$ cat config.mk
export PLATFORM = sky130hd
export DESIGN_NAME = kvadd2_job_scheduler
export DESIGN_NICKNAME = d
export VERILOG_FILES = /design/src/rtl/kvadd2_job_scheduler.sv
export SDC_FILE = /design/constraint.sdc
export NUM_CORES = 1
export LEC_CHECK = 0
export ABC_AREA = 0
export CORE_AREA = 3 3 279 281
export CTS_CLUSTER_SIZE = 10
export DETAILED_ROUTE_END_ITERATION = 10
export DIE_AREA = 0 0 282 284
export PLACE_DENSITY = 0.56
export SLEW_MARGIN = 5
export SYNTH_ARGS = -nofsm -noshare
export SYNTH_HDL_FRONTEND = slang
export SYNTH_SLANG_ARGS = --single-unit
$ cat constraint.sdc
create_clock -name aclk -period 8.3 [get_ports aclk]
set_clock_uncertainty 0.1 [all_clocks]
set_input_delay 1.66 -clock aclk [delete_from_list [all_inputs] [get_ports aclk]]
set_output_delay 1.66 -clock aclk [all_outputs]
set_load 0.05 [all_outputs]
$ cat src/rtl/kvadd2_job_scheduler.sv
// Round-robin job scheduler that splits requester jobs into chunks and launches a shared kvadd2 datapath.
// Optional performance counters are built when KVADD2_SCHED_PERF_EN is defined.
module kvadd2_job_scheduler #(
    parameter int C_NUM_REQ          = 4,
    parameter int C_M_AXI_ADDR_WIDTH = 64,
    parameter int C_XFER_SIZE_WIDTH  = 32,
    parameter int C_ADDER_BIT_WIDTH  = 32,
    parameter int C_CHUNK_BYTES      = 4096
) (
    input  logic                                      aclk,
    input  logic                                      areset_n,
    input  logic [C_NUM_REQ-1:0]                      req_valid,
    output logic [C_NUM_REQ-1:0]                      req_ready,
    input  logic [C_NUM_REQ*C_M_AXI_ADDR_WIDTH-1:0]   req_addr_offset,
    input  logic [C_NUM_REQ*C_XFER_SIZE_WIDTH-1:0]    req_xfer_size,
    input  logic [C_NUM_REQ*C_ADDER_BIT_WIDTH-1:0]    req_constant,
    output logic [C_NUM_REQ-1:0]                      cpl_valid,
    output logic                                      dp_ap_start,
    input  logic                                      dp_ap_done,
    output logic [C_M_AXI_ADDR_WIDTH-1:0]             dp_addr_offset,
    output logic [C_XFER_SIZE_WIDTH-1:0]              dp_xfer_size,
    output logic [C_ADDER_BIT_WIDTH-1:0]              dp_constant,
    output logic                                      busy,
    output logic [$clog2(C_NUM_REQ)-1:0]              cur_req,
    output logic                                      err_spurious_done,
    output logic [31:0]                               perf_cycles,
    output logic [31:0]                               perf_jobs
);

    localparam int AW = C_M_AXI_ADDR_WIDTH;
    localparam int XW = C_XFER_SIZE_WIDTH;
    localparam int CW = C_ADDER_BIT_WIDTH;
    localparam int RW = $clog2(C_NUM_REQ);
    localparam logic [XW-1:0] CHUNK = XW'(C_CHUNK_BYTES);

    typedef enum logic [1:0] {
        IDLE,
        LAUNCH,
        WAIT,
        CPL
    } state_t;

    state_t state_q, state_d;

    logic [RW-1:0]        last_grant_q;
    logic [RW-1:0]        cur_q;
    logic [RW-1:0]        cur_d;
    logic [RW-1:0]        grant;
    logic [RW-1:0]        cand;
    logic                 found;
    logic                 hs;

    logic [AW-1:0]        off_q, off_d;
    logic [XW-1:0]        rem_q, rem_d;
    logic [CW-1:0]        const_q, const_d;
    logic [XW-1:0]        next_chunk;

    logic [AW-1:0]        grant_off;
    logic [XW-1:0]        grant_size;
    logic [CW-1:0]        grant_const;

    logic [AW-1:0]        dp_off_q;
    logic [XW-1:0]        dp_size_q;
    logic [CW-1:0]        dp_const_q;
    logic                 dp_start_q;
    logic [C_NUM_REQ-1:0] cpl_q;
    logic                 err_q;

    // Search starts one past the previous owner so every requester gets a turn.
    always_comb begin
        grant = '0;
        found = 1'b0;
        cand  = '0;
        for (int unsigned i = 1; i <= C_NUM_REQ; i++) begin
            cand = RW'((32'(last_grant_q) + i) % C_NUM_REQ);
            if (!found && req_valid[cand]) begin
                found = 1'b1;
                grant = cand;
            end
        end
    end

    assign hs          = (state_q == IDLE) && found;
    assign cur_d       = hs ? grant : cur_q;
    assign grant_off   = req_addr_offset[grant*AW +: AW];
    assign grant_size  = req_xfer_size[grant*XW +: XW];
    assign grant_const = req_constant[grant*CW +: CW];

    always_comb begin
        req_ready = '0;
        if (hs && areset_n) begin
            req_ready[grant] = 1'b1;
        end
    end

    always_comb begin
        state_d = state_q;
        off_d   = off_q;
        rem_d   = rem_q;
        const_d = const_q;
        case (state_q)
            IDLE: begin
                if (found) begin
                    off_d   = grant_off;
                    rem_d   = grant_size;
                    const_d = grant_const;
                    state_d = (grant_size == '0) ? CPL : LAUNCH;
                end
            end
            LAUNCH: state_d = WAIT;
            WAIT: begin
                if (dp_ap_done) begin
                    off_d   = off_q + AW'(dp_size_q);
                    rem_d   = rem_q - dp_size_q;
                    state_d = (rem_d == '0) ? CPL : LAUNCH;
                end
            end
            CPL:     state_d = IDLE;
            default: state_d = IDLE;
        endcase
        next_chunk = (rem_d > CHUNK) ? CHUNK : rem_d;
    end

    // dp_* and cpl_valid are computed from next-state so they land registered in the matching state.
    always_ff @(posedge aclk or negedge areset_n) begin
        if (!areset_n) begin
            state_q      <= IDLE;
            last_grant_q <= RW'(C_NUM_REQ - 1);
            cur_q        <= '0;
            off_q        <= '0;
            rem_q        <= '0;
            const_q      <= '0;
            dp_off_q     <= '0;
            dp_size_q    <= '0;
            dp_const_q   <= '0;
            dp_start_q   <= 1'b0;
            cpl_q        <= '0;
            err_q        <= 1'b0;
        end else begin
            state_q    <= state_d;
            off_q      <= off_d;
            rem_q      <= rem_d;
            const_q    <= const_d;
            dp_start_q <= (state_d == LAUNCH);
            if (state_d == LAUNCH) begin
                dp_off_q   <= off_d;
                dp_size_q  <= next_chunk;
                dp_const_q <= const_d;
            end
            cpl_q <= '0;
            if (state_d == CPL) begin
                cpl_q[cur_d] <= 1'b1;
            end
            if (hs) begin
                cur_q <= grant;
            end
            if (state_q == CPL) begin
                last_grant_q <= cur_q;
            end
            if (dp_ap_done && (state_q != WAIT)) begin
                err_q <= 1'b1;
            end
        end
    end

    assign dp_ap_start       = dp_start_q;
    assign dp_addr_offset    = dp_off_q;
    assign dp_xfer_size      = dp_size_q;
    assign dp_constant       = dp_const_q;
    assign cpl_valid         = cpl_q;
    assign busy              = (state_q != IDLE);
    assign cur_req           = cur_q;
    assign err_spurious_done = err_q;

`ifdef KVADD2_SCHED_PERF_EN
    logic [31:0] job_cyc_q;
    logic [31:0] perf_cycles_q;
    logic [31:0] perf_jobs_q;

    // Counter starts at 1 so the handshake cycle itself is included in the job length.
    always_ff @(posedge aclk or negedge areset_n) begin
        if (!areset_n) begin
            job_cyc_q     <= '0;
            perf_cycles_q <= '0;
            perf_jobs_q   <= '0;
        end else begin
            if (hs) begin
                job_cyc_q <= 32'd1;
            end else if (state_q != IDLE) begin
                job_cyc_q <= job_cyc_q + 32'd1;
            end
            if (state_q == CPL) begin
                perf_cycles_q <= job_cyc_q + 32'd1;
                perf_jobs_q   <= perf_jobs_q + 32'd1;
            end
        end
    end

    assign perf_cycles = perf_cycles_q;
    assign perf_jobs   = perf_jobs_q;
`else
    assign perf_cycles = '0;
    assign perf_jobs   = '0;
`endif

endmodule

==> flow_summary.toml <==
[run_status]
status = "complete, no violations"

[cts]
cts.clk_slew.worst_paths_ps = 60
cts_resized = 0
hold_buffers = 0
cts_tree = "yes"
cts_setup_buffers = 0
cts-root-buf = "clkbuf_16"
cts_made_buffers = 36
cts.sinks = 268
clock_path_buffers = 3
clkLatencyLatePin_ps = 550
htree_num_levels = 2

[timing]
finalHoldViolCount = 0
finalWorstSetupSlack_ps = 1540
max_freq_ghz = 0.148
finalSetupViolCount = 0
drv_slew = 0
timing.slew.headroom = 0.193
finalCriticalPeriod_ps = 6760
grt_setup_unrepaired = "no"
tns_ps = 0
worst_slew_pin_slew_ps = 1210
min_period_over_period = 0.814

[synth]
netlist_instances = 2441
synthFlopType = "dfrtp_1"
post-synth-top-area-fraction = 0.334
ys_seq_elements = 268
synth_area_um2 = 20000
seq_area_frac_synth = 0.336
ys_async_sr_fraction = 1.00
synth_edf_count = 0
yosys_warnings = 0
yosys-top-cells-area = "dfrtp_1 33%, nand2_1 9.7%, nand3_1 4.2%"
synth_top_cell_by_area = "dfrtp_1"
synth.distinct_cells = 91
syn_avg_cell_area_um2 = 8.17

[final_layout]
fin_area_um2 = 28300
ff_latch_area_um2 = 6710
multi_input_area_um2 = 12000
drive_gt1_frac = 0.0587
final_cell_mix = "658 x clkdlybuf4s50_1, 517 x nand2_1, 266 x dfrtp_1, 169 x nand3_1, 166 x a21oi_1"
num-fill-cells = 7864
mostFrequentLayoutCell = "clkdlybuf4s50_1"
area_growth_pct = 41.7
num-nets-final = 3594

[route]
wire_per_inst_um = 24.2
ant_nets = 0
route.detailed.drc = 0
wirelength_um = 97200
vias_per_cell = 5.20
vias = 20900
dr.pass1.iters = 5
drt_iter0_drc = 1417

[grt]
grt_pass1_vias = 20400
grtUsageTotal = 0.231
grt_start_max_net_pins = 126
gr-total-overflow = 0
antenna_found_initial = 3
grt_pass1_wl_um = 138000

[place]
globalplace.congestion = 0.917
pre_cts_slack_ps = 1180
dpl.hpwl_um = 75700
port_buffers = 659
dpl_cell_area_um2 = 27100

[setup_path]
crit_start = "req_valid[0]"
cp_slowest_cell = "clkdlybuf4s50_1"
arrival_ps = 5000
start_kind = "input pin"
cp.required_ps = 6540
path_class = "input pin to output port"
crit_top_cell = "clkdlybuf4s50_1"
path_cells = "clkdlybuf4s50_1 > nor4_4 > buf_4 > nor2_4 > nand2_1 > nor3_1 > clkdlybuf4s50_1"
rr_startpoint = "dp_xfer_size[11]"
worstSetupEndpointType = "output port"
slowest_delay_ps = 960
critPathMaxFanout = 21

[pwr]
power_mw = 10.8
peakVddDrop_v = 0.000257
p_per_area_nw_per_um2 = 382
p_leak_nw = 11.9

[die]
io_pins = 724
initial_core_util = 0.264
die_x_um = 282
die_height_um = 284
num_rows = 101
core-area_um2 = 75700
dieArea_um2 = 80100

[hold_path]
hp-start = "err_spurious_done"
hold_class = "flip-flop to flip-flop"

[job]
max_cap_violations = 0
## layout make-up
cell class,count,area share
sequential,268,0.237
multi-input combinational,1945,0.426
clock buffer,50,0.0355
tap,978,0.0433
inverter,68,0.00903
timing repair buffer,691,0.243
clock inverter,9,0.00553
antenna,2,0.000177
## registers in the layout, indices dropped and copies added (netlist names)
register           cells
dp_addr_offset        64
dp_xfer_size          32
dp_constant           32
off_q                 64
last_grant_q           2
dp_ap_start            1
cur_req                2
const_q               32
state_q                2
rem_q                 32
err_spurious_done      1
cpl_valid              4
## report_power, final
part,internal (mW),switching [mW]
sequential,1.87,0.393
combinational,2.44,4.55
clock,0.937,0.613
## routing by layer
metal	up-vias	part of all wire	GRT usage
met5	-	0.00025	0
met4	4	0.034	0.0799
met3	132	0.064	0.0407
met2	836	0.49	0.403
met1	10100	0.41	0.284
li1	9834	-	-
## final timing paths
check / slack, ps / cells past startpoint / to
max: 1540 / 7 / req_ready[2]
min in group asynchronous: 1020 / 1 / dp_ap_start
min: 360 / 1 / err_spurious_done
max in group asynchronous: 5030 / 3 / dp_addr_offset[15]
max reg2reg: 2370 / 13 / dp_addr_offset[5]
min reg2reg: 360 / 1 / err_spurious_done
## stage by stage
step,hold slack [ps],instances,utilization
floorplan,334,2504,-
global placement,338,3950,0.358
detailed placement,343,3950,0.358
CTS,364,4009,0.373
global route,376,4009,0.373
finish,360,4011,0.374
## cell usage after synthesis, types with 31 or more instances
master and count:
a21oi_1 166, a31oi_1 38, and3_1 39, buf_4 78
clkbuf_1 85, dfrtp_1 266, ha_1 63, inv_1 66
mux2_1 60, mux2_2 53, mux2i_1 70, nand2_1 518
nand3_1 169, nand4_1 31, nor2_1 94, nor3_1 36
o21ai_0 90, o22ai_1 32
## kinds of logic after synthesis
kind of cell    count (synthesis)  share of synthesized area
compound gates                589                      0.198
xor+xnor                       48                     0.0211
fa+ha+maj                      65                     0.0415
buf+inv                       291                     0.0764
flops                         268                      0.336
mux                           184                     0.0996
other cells                     1                   0.000188
simple gates                  995                      0.227
## critical path, delay by kind of cell
family                 cells  cell delay [ps]
buffers and inverters      3             2070
and+or+nand+nor            4             1220
No activity file was read; power rests on OpenSTA's default activity.
